`src/rtl/game_pkg.sv`:
```
// Shared types for the game session controller: control modes, session states
// and the schedule entry format.
package game_pkg;

  typedef enum logic [1:0] {
    CTRL_UP1 = 2'b00,
    CTRL_UP2 = 2'b01,
    CTRL_DN1 = 2'b10,
    CTRL_DN2 = 2'b11
  } ctrl_e;

  typedef enum logic [1:0] {
    IDLE,
    LOAD,
    RUN,
    DONE
  } sess_state_e;

  localparam int unsigned SCHED_DEPTH = 4;
  // Widest dwell field supported; narrower DWELL_W values are zero-extended into it.
  localparam int unsigned DWELL_W_MAX = 16;

  typedef struct packed {
    ctrl_e                  ctrl;
    logic [DWELL_W_MAX-1:0] dwell;
  } sched_entry_t;

  localparam sched_entry_t SCHED_RESET = '{ctrl: CTRL_UP1, dwell: DWELL_W_MAX'(1)};

  // A dwell of zero still holds its mode for one cycle.
  function automatic logic [DWELL_W_MAX-1:0] eff_dwell(input sched_entry_t e);
    return (e.dwell == '0) ? DWELL_W_MAX'(1) : e.dwell;
  endfunction

endpackage

```
`src/rtl/game_session_ctrl_if.sv`:
```
// Host/core-facing signal bundle of game_session_ctrl. The master side is the
// host registers plus the full_game core; the slave side is the controller.
interface game_session_ctrl_if #(
  parameter int unsigned DWELL_W = 4,
  parameter int unsigned SCORE_W = 8
);
  logic               start;
  logic [3:0]         seed;
  logic               prog_wr;
  logic [1:0]         prog_addr;
  logic [DWELL_W+1:0] prog_data;
  logic               gameover;
  logic               who;
  logic               init;
  logic [3:0]         initial_val;
  logic [1:0]         control;
  logic               busy;
  logic               done;
  logic               winner;
  logic               timeout;
  logic [SCORE_W-1:0] score_a;
  logic [SCORE_W-1:0] score_b;

  modport master (
    output start, seed, prog_wr, prog_addr, prog_data, gameover, who,
    input  init, initial_val, control, busy, done, winner, timeout, score_a, score_b
  );

  modport slave (
    input  start, seed, prog_wr, prog_addr, prog_data, gameover, who,
    output init, initial_val, control, busy, done, winner, timeout, score_a, score_b
  );
endinterface

```
`src/rtl/game_step_timer.sv`:
```
// Mode schedule for game_session_ctrl: four programmable {ctrl, dwell} entries,
// the current entry index and the dwell down-counter that advances it.
module game_step_timer
  import game_pkg::*;
#(
  parameter int unsigned DWELL_W = 4
) (
  input  logic               clk,
  input  logic               rst_n,
  input  logic               wr_en,
  input  logic [1:0]         wr_addr,
  input  logic [DWELL_W+1:0] wr_data,
  input  logic               restart,
  input  logic               run_start,
  input  logic               step,
  output ctrl_e              ctrl
);

  sched_entry_t           sched [SCHED_DEPTH];
  logic [1:0]             idx;
  logic [1:0]             idx_next;
  logic [DWELL_W_MAX-1:0] remain;
  logic                   last_cycle;

  assign idx_next   = idx + 2'd1;
  assign last_cycle = (remain <= DWELL_W_MAX'(1));

  always_ff @(posedge clk or negedge rst_n) begin
    if (!rst_n) begin
      // NOTE: the schedule is a few flops rather than a RAM, so it takes the async reset like any other state.
      for (int i = 0; i < SCHED_DEPTH; i++) sched[i] <= SCHED_RESET;
      idx    <= '0;
      remain <= DWELL_W_MAX'(1);
    end else begin
      if (wr_en)
        sched[wr_addr] <= '{ctrl:  ctrl_e'(wr_data[DWELL_W +: 2]),
                            dwell: DWELL_W_MAX'(wr_data[DWELL_W-1:0])};

      if (restart)
        idx <= '0;
      else if (step && last_cycle)
        idx <= idx_next;

      // remain counts the cycles left in the current entry, including this one.
      if (run_start)
        remain <= eff_dwell(sched[0]);
      else if (step)
        remain <= last_cycle ? eff_dwell(sched[idx_next]) : remain - DWELL_W_MAX'(1);
    end
  end

  assign ctrl = sched[idx].ctrl;

endmodule

```
`src/rtl/game_session_ctrl.sv`:
```
// Session controller for the full_game core: seed load, scheduled mode stepping,
// winner/score keeping. Define GAME_TIMEOUT_EN to add the RUN-state watchdog.
module game_session_ctrl
  import game_pkg::*;
#(
  parameter int unsigned DWELL_W     = 4,
  parameter int unsigned INIT_CYCLES = 2,
  parameter int unsigned SCORE_W     = 8,
  parameter int unsigned TIMEOUT_CYC = 512
) (
  input logic clk,
  input logic rst_n,
  game_session_ctrl_if.slave bus
);

  localparam int unsigned LOAD_W = (INIT_CYCLES > 1) ? $clog2(INIT_CYCLES) : 1;

  sess_state_e        state;
  logic [LOAD_W-1:0]  load_cnt;
  logic               init_q;
  logic [3:0]         initial_val_q;
  logic               busy_q;
  logic               done_q;
  logic               winner_q;
  logic               timeout_q;
  logic [SCORE_W-1:0] score_a_q;
  logic [SCORE_W-1:0] score_b_q;

  logic  restart;
  logic  run_start;
  logic  wr_en;
  logic  step;
  logic  wd_hit;
  ctrl_e cur_ctrl;

  assign restart   = (state == IDLE) && bus.start;
  assign run_start = (state == LOAD) && (load_cnt == '0);
  assign wr_en     = (state == IDLE) && bus.prog_wr;
  // The schedule freezes on the game-ending edge so DONE shows the final mode.
  assign step      = (state == RUN) && !bus.gameover && !wd_hit;

  game_step_timer #(.DWELL_W(DWELL_W)) u_timer (
    .clk       (clk),
    .rst_n     (rst_n),
    .wr_en     (wr_en),
    .wr_addr   (bus.prog_addr),
    .wr_data   (bus.prog_data),
    .restart   (restart),
    .run_start (run_start),
    .step      (step),
    .ctrl      (cur_ctrl)
  );

`ifdef GAME_TIMEOUT_EN
  localparam int unsigned WD_W = $clog2(TIMEOUT_CYC + 1);
  logic [WD_W-1:0] wd_cnt;

  always_ff @(posedge clk or negedge rst_n) begin
    if (!rst_n)
      wd_cnt <= '0;
    else if (state != RUN)
      wd_cnt <= '0;
    else
      wd_cnt <= wd_cnt + WD_W'(1);
  end

  // wd_cnt is 0 in the first RUN cycle, so this fires in RUN cycle TIMEOUT_CYC.
  assign wd_hit = (state == RUN) && (wd_cnt == WD_W'(TIMEOUT_CYC - 1));
`else
  logic unused_timeout_cfg;
  assign unused_timeout_cfg = (TIMEOUT_CYC != 0);
  assign wd_hit             = 1'b0;
`endif

  always_ff @(posedge clk or negedge rst_n) begin
    if (!rst_n) begin
      state         <= IDLE;
      load_cnt      <= '0;
      init_q        <= 1'b0;
      initial_val_q <= '0;
      busy_q        <= 1'b0;
      done_q        <= 1'b0;
      winner_q      <= 1'b0;
      timeout_q     <= 1'b0;
      score_a_q     <= '0;
      score_b_q     <= '0;
    end else begin
      // NOTE: non-blocking throughout, so every branch reads pre-edge values; the pulse defaults are overridden below.
      done_q    <= 1'b0;
      timeout_q <= 1'b0;
      unique case (state)
        IDLE: begin
          if (bus.start) begin
            state         <= LOAD;
            init_q        <= 1'b1;
            initial_val_q <= bus.seed;
            busy_q        <= 1'b1;
            load_cnt      <= LOAD_W'(INIT_CYCLES - 1);
          end
        end
        LOAD: begin
          if (load_cnt == '0) begin
            state  <= RUN;
            init_q <= 1'b0;
          end else begin
            load_cnt <= load_cnt - LOAD_W'(1);
          end
        end
        RUN: begin
          if (bus.gameover) begin
            state    <= DONE;
            done_q   <= 1'b1;
            winner_q <= bus.who;
            if (bus.who) begin
              if (score_a_q != '1) score_a_q <= score_a_q + SCORE_W'(1);
            end else begin
              if (score_b_q != '1) score_b_q <= score_b_q + SCORE_W'(1);
            end
          end else if (wd_hit) begin
            state     <= DONE;
            done_q    <= 1'b1;
            timeout_q <= 1'b1;
          end
        end
        DONE: begin
          state  <= IDLE;
          busy_q <= 1'b0;
        end
        default: state <= IDLE;
      endcase
    end
  end

  assign bus.init        = init_q;
  assign bus.initial_val = initial_val_q;
  assign bus.control     = busy_q ? cur_ctrl : CTRL_UP1;
  assign bus.busy        = busy_q;
  assign bus.done        = done_q;
  assign bus.winner      = winner_q;
  assign bus.timeout     = timeout_q;
  assign bus.score_a     = score_a_q;
  assign bus.score_b     = score_b_q;

endmodule

```
`src/flat_wrapper.sv`:
```
// flat-port wrapper written by rule: the top's interface ports become plain ports
module game_session_ctrl_flat import game_pkg::*;
#(
  parameter int unsigned DWELL_W     = 4,
  parameter int unsigned INIT_CYCLES = 2,
  parameter int unsigned SCORE_W     = 8,
  parameter int unsigned TIMEOUT_CYC = 512
)
  (clk, rst_n, bus_start, bus_seed, bus_prog_wr, bus_prog_addr, bus_prog_data, bus_gameover, bus_who, bus_init, bus_initial_val, bus_control, bus_busy, bus_done, bus_winner, bus_timeout, bus_score_a, bus_score_b);
  game_session_ctrl_if #(.DWELL_W(DWELL_W), .SCORE_W(SCORE_W)) bus_i ();
  input logic clk;
  input logic rst_n;
  input wire logic [$bits(bus_i.start)-1:0] bus_start;
  input wire logic [$bits(bus_i.seed)-1:0] bus_seed;
  input wire logic [$bits(bus_i.prog_wr)-1:0] bus_prog_wr;
  input wire logic [$bits(bus_i.prog_addr)-1:0] bus_prog_addr;
  input wire logic [$bits(bus_i.prog_data)-1:0] bus_prog_data;
  input wire logic [$bits(bus_i.gameover)-1:0] bus_gameover;
  input wire logic [$bits(bus_i.who)-1:0] bus_who;
  output wire logic [$bits(bus_i.init)-1:0] bus_init;
  output wire logic [$bits(bus_i.initial_val)-1:0] bus_initial_val;
  output wire logic [$bits(bus_i.control)-1:0] bus_control;
  output wire logic [$bits(bus_i.busy)-1:0] bus_busy;
  output wire logic [$bits(bus_i.done)-1:0] bus_done;
  output wire logic [$bits(bus_i.winner)-1:0] bus_winner;
  output wire logic [$bits(bus_i.timeout)-1:0] bus_timeout;
  output wire logic [$bits(bus_i.score_a)-1:0] bus_score_a;
  output wire logic [$bits(bus_i.score_b)-1:0] bus_score_b;
  assign bus_i.start = bus_start;
  assign bus_i.seed = bus_seed;
  assign bus_i.prog_wr = bus_prog_wr;
  assign bus_i.prog_addr = bus_prog_addr;
  assign bus_i.prog_data = bus_prog_data;
  assign bus_i.gameover = bus_gameover;
  assign bus_i.who = bus_who;
  assign bus_init = bus_i.init;
  assign bus_initial_val = bus_i.initial_val;
  assign bus_control = bus_i.control;
  assign bus_busy = bus_i.busy;
  assign bus_done = bus_i.done;
  assign bus_winner = bus_i.winner;
  assign bus_timeout = bus_i.timeout;
  assign bus_score_a = bus_i.score_a;
  assign bus_score_b = bus_i.score_b;
  game_session_ctrl #(.DWELL_W(DWELL_W), .INIT_CYCLES(INIT_CYCLES), .SCORE_W(SCORE_W), .TIMEOUT_CYC(TIMEOUT_CYC)) u_core (.clk(clk), .rst_n(rst_n), .bus(bus_i));
endmodule
```
`config.mk`:
```
export PLATFORM = sky130hd
export DESIGN_NAME = game_session_ctrl_flat
export DESIGN_NICKNAME = d
export VERILOG_FILES = /design/src/rtl/game_pkg.sv /design/src/rtl/game_session_ctrl_if.sv /design/src/rtl/game_step_timer.sv /design/src/rtl/game_session_ctrl.sv /design/src/flat_wrapper.sv
export SDC_FILE = /design/constraint.sdc
export NUM_CORES = 1
export LEC_CHECK = 0
export ABC_AREA = 1
export BUFFER_PORTS_ARGS = -buffer_cell sky130_fd_sc_hd__buf_2
export CORE_UTILIZATION = 59
export DETAILED_ROUTE_END_ITERATION = 8
export PLACE_DENSITY = 0.9
export SYNTH_ARGS = -nofsm -noshare
export SYNTH_HDL_FRONTEND = slang
export SYNTH_HIERARCHICAL = 1
export SYNTH_SLANG_ARGS = --single-unit
```
`constraint.sdc`:
```
create_clock -name clk -period 2.5 [get_ports clk]
set_input_delay 0.375 -clock clk [delete_from_list [all_inputs] [get_ports clk]]
set_output_delay 0.375 -clock clk [all_outputs]
set_load 0.01 [all_outputs]
```
### Word-level counts from Yosys, hierarchy flattened

Cells that the tools add are included.

* register bits: 117
* input bits: 18
* output and inout port bits: 27
* word-level logic and storage cells: 93

* add/subtract/negate cells: 5
* $lt $le $gt $ge: 5
* equal/unequal tests: 8
* muxes and demuxes: 29
* bitwise gates (word level): 5
* reduce and logical (&&, ||, !) cells: 22

Operators with widths (number)
* 16-bit 2-to-1 mux: 7
* 18-bit binary-select mux with 2-bit select: 2
* 72-bit bitwise mux: 1
* 18-bit 2-to-1 mux: 3
* 18-bit demux with 2-bit select: 1
* 16-bit zero test: 2
* 8-bit by 1-bit adder with 8-bit output (second input constant): 2
* 16-bit by 1-bit <= comparator with 1-bit output (second input constant): 1
* 8-bit != test (second input constant): 2
* 16-bit by 1-bit subtractor with 16-bit output (second input constant): 1
* 2-bit 2-to-1 mux: 6
* 3-bit greater-or-equal comparator (second input constant): 3
* 2-bit inverter with 3-bit output: 3
* 2-bit one-hot mux with 4 select lines: 1
* 2-bit AND reduction: 4
* 4-bit AND reduction: 2
* 2-bit nonzero test: 4
* 1-bit logical AND: 6
* 2-bit != test (second input constant): 3
* 1-bit one-hot mux with 2 select lines: 3
* 3-bit AND reduction: 2
* 1-bit 2-to-1 mux: 5
* 2-bit == test (second input constant): 2
* 3-bit by 1-bit less-than comparator with 1-bit output (second input constant): 1
* 6 further kinds: 7

### Depth between registers and ports, before layout

* word-level depth: 10
* depth in mapped cells: 12
* gate-level depth less buffers: 12

### Cells and area by module

Netlist, hierarchy kept.

By module, submodules not included
* game_step_timer: instances 1, cells each 320, area each 2367.3 um^2, seq. area each 1057.3 um^2
* game_session_ctrl: instances 1, cells each 198, area each 1526.5 um^2, seq. area each 675.6 um^2

### Worst setup path before layout

OpenSTA, ideal clock, no wires.

* path kind: register to register
* start: register u_core.state[1]
* end: register u_core.u_timer.remain[6]
* library setup time: 121 ps
* data arrival time: 1674 ps
* required time: 2379 ps
* slack: 706 ps
* stages on the path, launching flop included: 11
* path buffers: 0
* clock period less this slack: 1794 ps
* path through: dfrtp_1 inv_1 ha_1 inv_1 nor2_1 nor2_4 clkinv_2 nand3_1 nor2_1 xnor2_1 nor2_2

* longest elaborated chain between the ends: 3
* elaborated cells between the ends (all ways): 6
* those cells by class: 2 x eq/ne; 1 x mux; 3 x reduce/logical

RTL lines
* start, declared: RTL line game_session_ctrl.sv:18 `sess_state_e state;`
* start signal, assigned: RTL line game_session_ctrl.sv:77 `state <= IDLE;`
* start signal, assigned: RTL line game_session_ctrl.sv:94 `state <= LOAD;`
* start signal, assigned: RTL line game_session_ctrl.sv:103 `state <= RUN;`
* 2-bit by 1-bit == test with 1-bit output (*): RTL line game_session_ctrl.sv:37 `assign run_start = (state == LOAD) && (load_cnt == '0);`
* 1-bit logical AND (*): RTL line game_session_ctrl.sv:37
* via u_core.run_start: RTL line game_session_ctrl.sv:30 `logic run_start;`
* 16-bit 2-to-1 mux or 2-bit nonzero test (tied branches)
* end signal, assigned: RTL line game_step_timer.sv:46 `remain <= eff_dwell(sched[0]);`
* end signal, assigned: RTL line game_step_timer.sv:48 `remain <= last_cycle ? eff_dwell(sched[idx_next]) : remain - DWELL_W_MAX'(1);`
* end, declared: RTL line game_step_timer.sv:22 `logic [DWELL_W_MAX-1:0] remain;`

Mark *: on every way through the listed nets, which the timed path passes. The rest lies on a longest branch.
A chain may end at the register's enable or synchronous reset.

### Worst setup path after layout

Same ends and word-level chain as after synthesis.

==> summary.txt <==
Run status
  • Outcome: completed

Cells and area
  • Nets: between 500 and 600
  • Most frequent cells in the layout: 180 x nand2_1, 64 x dfrtp_1, 60 x inv_1, 51 x nor2_1, 43 x buf_2
  • Fillers: slightly above 500
  • Register area: 0.00173 sq mm
  • Antenna cells: 0
  • Commonest non-fill, non-tap cell in the layout: nand2_1
  • Area of the multi-input gates: between 0.0015 and 0.002 sq mm
  • Area growth from synthesis to final layout: 13.1%
  • Share of layout cells above drive strength 1: a little under a fifth

Clock tree
  • CTS tree: yes
  • Clk slew on worst S/H paths: around 70 ps
  • Total CTS buffers: 9
  • Max Root-Sink Buffers: 2
  • Post_cts resized: 0
  • Clk root buf: clkbuf_8
  • CTS H-tree depth: 3
  • Post-CTS Hold Fix Bufs: 0
  • Total setup buffers inserted after CTS: 0
  • Clk sinks: 69
  • Later-pin clock latency in the skew report: 350 ps

Critical path
  • Crit end category: flip-flop
  • Max incr delay on CP: 410 ps
  • Worst EP arrival: between 2000 and 2500 ps
  • R2r worst-path depth: 10
  • Crit path cell chain: inv_1 > ha_1 > inv_1 > nor2_1 > nor2_4 > clkinv_2 > nand3_1 > nor2_1 > xnor2_1 > nor2_2
  • Worst setup SP type: flip-flop
  • Launching point of the worst reg2reg path: u_core/state[1]
  • Crit-path slowest cell: dfrtp_1
  • Worst reg-to-reg setup slack: between 300 and 400 ps
  • Crit-path max FO: 10
  • Worst r2r dst: u_core/u_timer/remain[6]
  • Critical path type: reg -> reg
  • Critical path required time: about 2700 ps

Floorplan
  • Core footprint: ~0.0063 sq mm
  • Die ar.: 0.00693 sq mm
  • Placement Rows: 29
  • Die width: about 83 microns
  • Die Y: 83.2 microns
  • Io pins: between 40 and 50
  • Starting Density: 61.3%

Logic synthesis
  • Post-synth EDFFs: 0
  • Multiplexer area fraction after synthesis: 0%
  • Mapped cell area: between 0.003 and 0.004 sq mm
  • Syn Area/Cell: 7.52 sq um
  • Distinct cell type count after synthesis: 37
  • Synth Area in Adders: under 10%
  • Synth Area in Simple Gates: roughly 35%
  • Register area share after synthesis: around 45%
  • Mapped Nets: roughly 550
  • Synth Flop Type: dfrtp_1
  • Mapped Cells: ~520
  • FF+latch count, synth: 69
  • Compound-cell area share of the yosys netlist: 7.62%
  • Xor/xnor share of the synthesized area: about 2.7%
  • Ys async rst share: 100%
  • Main combinational cell family by area after synthesis: simple AND/OR/NAND/NOR gates
  • Syn. warnings: 6

GRT
  • First-pass GRT wire length: about 14000 microns
  • GRT Util Overall: roughly a quarter
  • GRT met3 Usage: roughly 5.9%
  • M1 GR Usage: between 20 and 30%
  • Largest net degree at the start of global routing: 70
  • Initial antenna violation count: 0
  • Via count of the first global-routing pass: ~3300
  • GR Overflow Total: 0
  • GRT Max-Usage Layer: met2
  • Met2 Usage GRT: roughly 46%

Drt
  • DRC: 0
  • DRT iter0 DRCs: ~140
  • ANT nets after route: 0
  • DRT Pass-1 Iters: 4
  • DR WL/cell: 12.8 microns
  • Via/cell ratio: 5.21
  • Final WL: a little over 8000 microns
  • Via Count: approximately 3400

Pwr
  • Psw: 2250 uW
  • Leakage power: 0.00238 uW
  • Clock power frac: a little under a fifth
  • Internal: roughly 3000 uW
  • Worst VDD drop: roughly 0.0008 V
  • Pwr dens: between 1000 and 1500 mW/mm^2
  • Logic pwr share: between 40% and 50%
  • Sequential share of power: 37.5%
  • Switching share of total power: between 40% and 50%

STA
  • Final Hold Vio Count: 0
  • Worst Clk Skew: between 8 and 9 ps
  • Worst slew pin tran: approximately 500 ps
  • FMAX: around 460 MHz
  • Tcrit/Tclk final: a little under nine tenths
  • RSZ-0062 raised after global routing: false
  • Hold Slack: 40.4 ps
  • Endpoints failing setup: 0
  • Slew HR: approximately 66%
  • Min Tclk post-route: between 2000 and 2500 ps
  • Fin Setup TNS: 0 ps
  • Fin. max-slew vios: 0

Hold path
  • HP Class: in -> async

Run
  • Max-cap violation count: 0

Place
  • Routability cong.: 0.830
  • IO buf count: 43
  • DP HPWL: 5880 microns
worst max-delay path, delay by kind of cell, from the launching register on:
family	cells	cell delay, ps
flops	1	410
simple gates	5	900
xor+xnor	1	170
fa+ha+maj	1	210
buf+inv	3	330
layer usage:
layer	share of wire [%]	vias to the layer above
li1	-	1704
met1	42	1573
met2	52	75
met3	3.6	21
met4	2.3	0
met5	0	-
through the flow:
stage | utilization (%) | instances | setup WS [ps] | total power [uW] | instance area [sq um]
finish | 69.3 | 647 | 344 | 5250 | 4400
global route | 69.3 | 647 | 172 | 5690 | 4400
CTS | 69.3 | 647 | 368 | 5260 | 4400
detailed placement | 66.0 | 632 | 380 | 4230 | 4190
global placement | 66.0 | 632 | 591 | 4100 | 4190
floorplan | - | 518 | 706 | 3650 | 3890
synth_stat cells (all sizes together) (4+ instances only):
cell type | number | area [sq um]
nand2 | 190 | 767
nor2 | 73 | 369
dfrtp | 64 | 1600
inv | 63 | 241
o21ai | 40 | 204
nand3 | 28 | 158
ha | 9 | 113
xnor2 | 6 | 52.6
xor2 | 6 | 52.6
dfstp | 5 | 131
nand4 | 5 | 31.3
a21oi | 4 | 20.0
buf | 4 | 28.8
clkbuf | 4 | 15.0
state kept, by name, indices dropped and copies added (netlist names), 2 cells and up:
name	count
u_core/bus.score_b	8
u_core/bus.score_a	8
u_core/state	2
u_core/u_timer/sched	24
u_core/u_timer/remain	16
u_core/bus.initial_val	4
u_core/u_timer/idx	2
power by group through the flow:
stage	Sequential [uW]	Clock (uW)	Combinational (uW)
after detailed placement	1970	0	2260
after global routing	2030	1050	2600
after CTS	1960	1020	2280
after global placement	1950	0	2150
after floorplan	1930	0	1730
final	1970	993	2290
kinds of logic (layout without fill, tap and decap cells):
| family | count (synthesis) | in the layout |
|---|---|---|
| other | 1 | 1 |
| adder cells (fa/ha/maj) | 9 | 9 |
| XOR/XNOR | 12 | 12 |
| AND/OR/NAND/NOR | 300 | 300 |
| flip-flops | 69 | 69 |
| buffers and inverters | 73 | 125 |
| AO/OA/AOI/OAI | 54 | 54 |
final cells by class:
class / instances / share of cell area, %
clock buffers: 11 / 3.21
clock inverters: 4 / 1.65
inverters: 65 / 5.71
multi-input cells: 376 / 42.4
flip-flops and latches: 69 / 39.4
well taps: 77 / 2.19
repair buffers: 45 / 5.51
worst max path at each step:
| stage | start | end | slack (ps) | cells past startpoint |
|---|---|---|---|---|
| floorplan | u_core/state[1] | u_core/u_timer/remain[6] | 710 | 10 |
| global placement | u_core/state[1] | u_core/u_timer/remain[6] | 590 | 10 |
| detailed placement | u_core/state[1] | u_core/u_timer/remain[6] | 380 | 10 |
| CTS | u_core/state[1] | u_core/u_timer/remain[6] | 370 | 10 |
| global route | u_core/state[1] | u_core/u_timer/remain[6] | 170 | 10 |
| finish | u_core/state[1] | u_core/u_timer/remain[6] | 340 | 10 |
No activity file was read; power rests on OpenSTA's default activity.
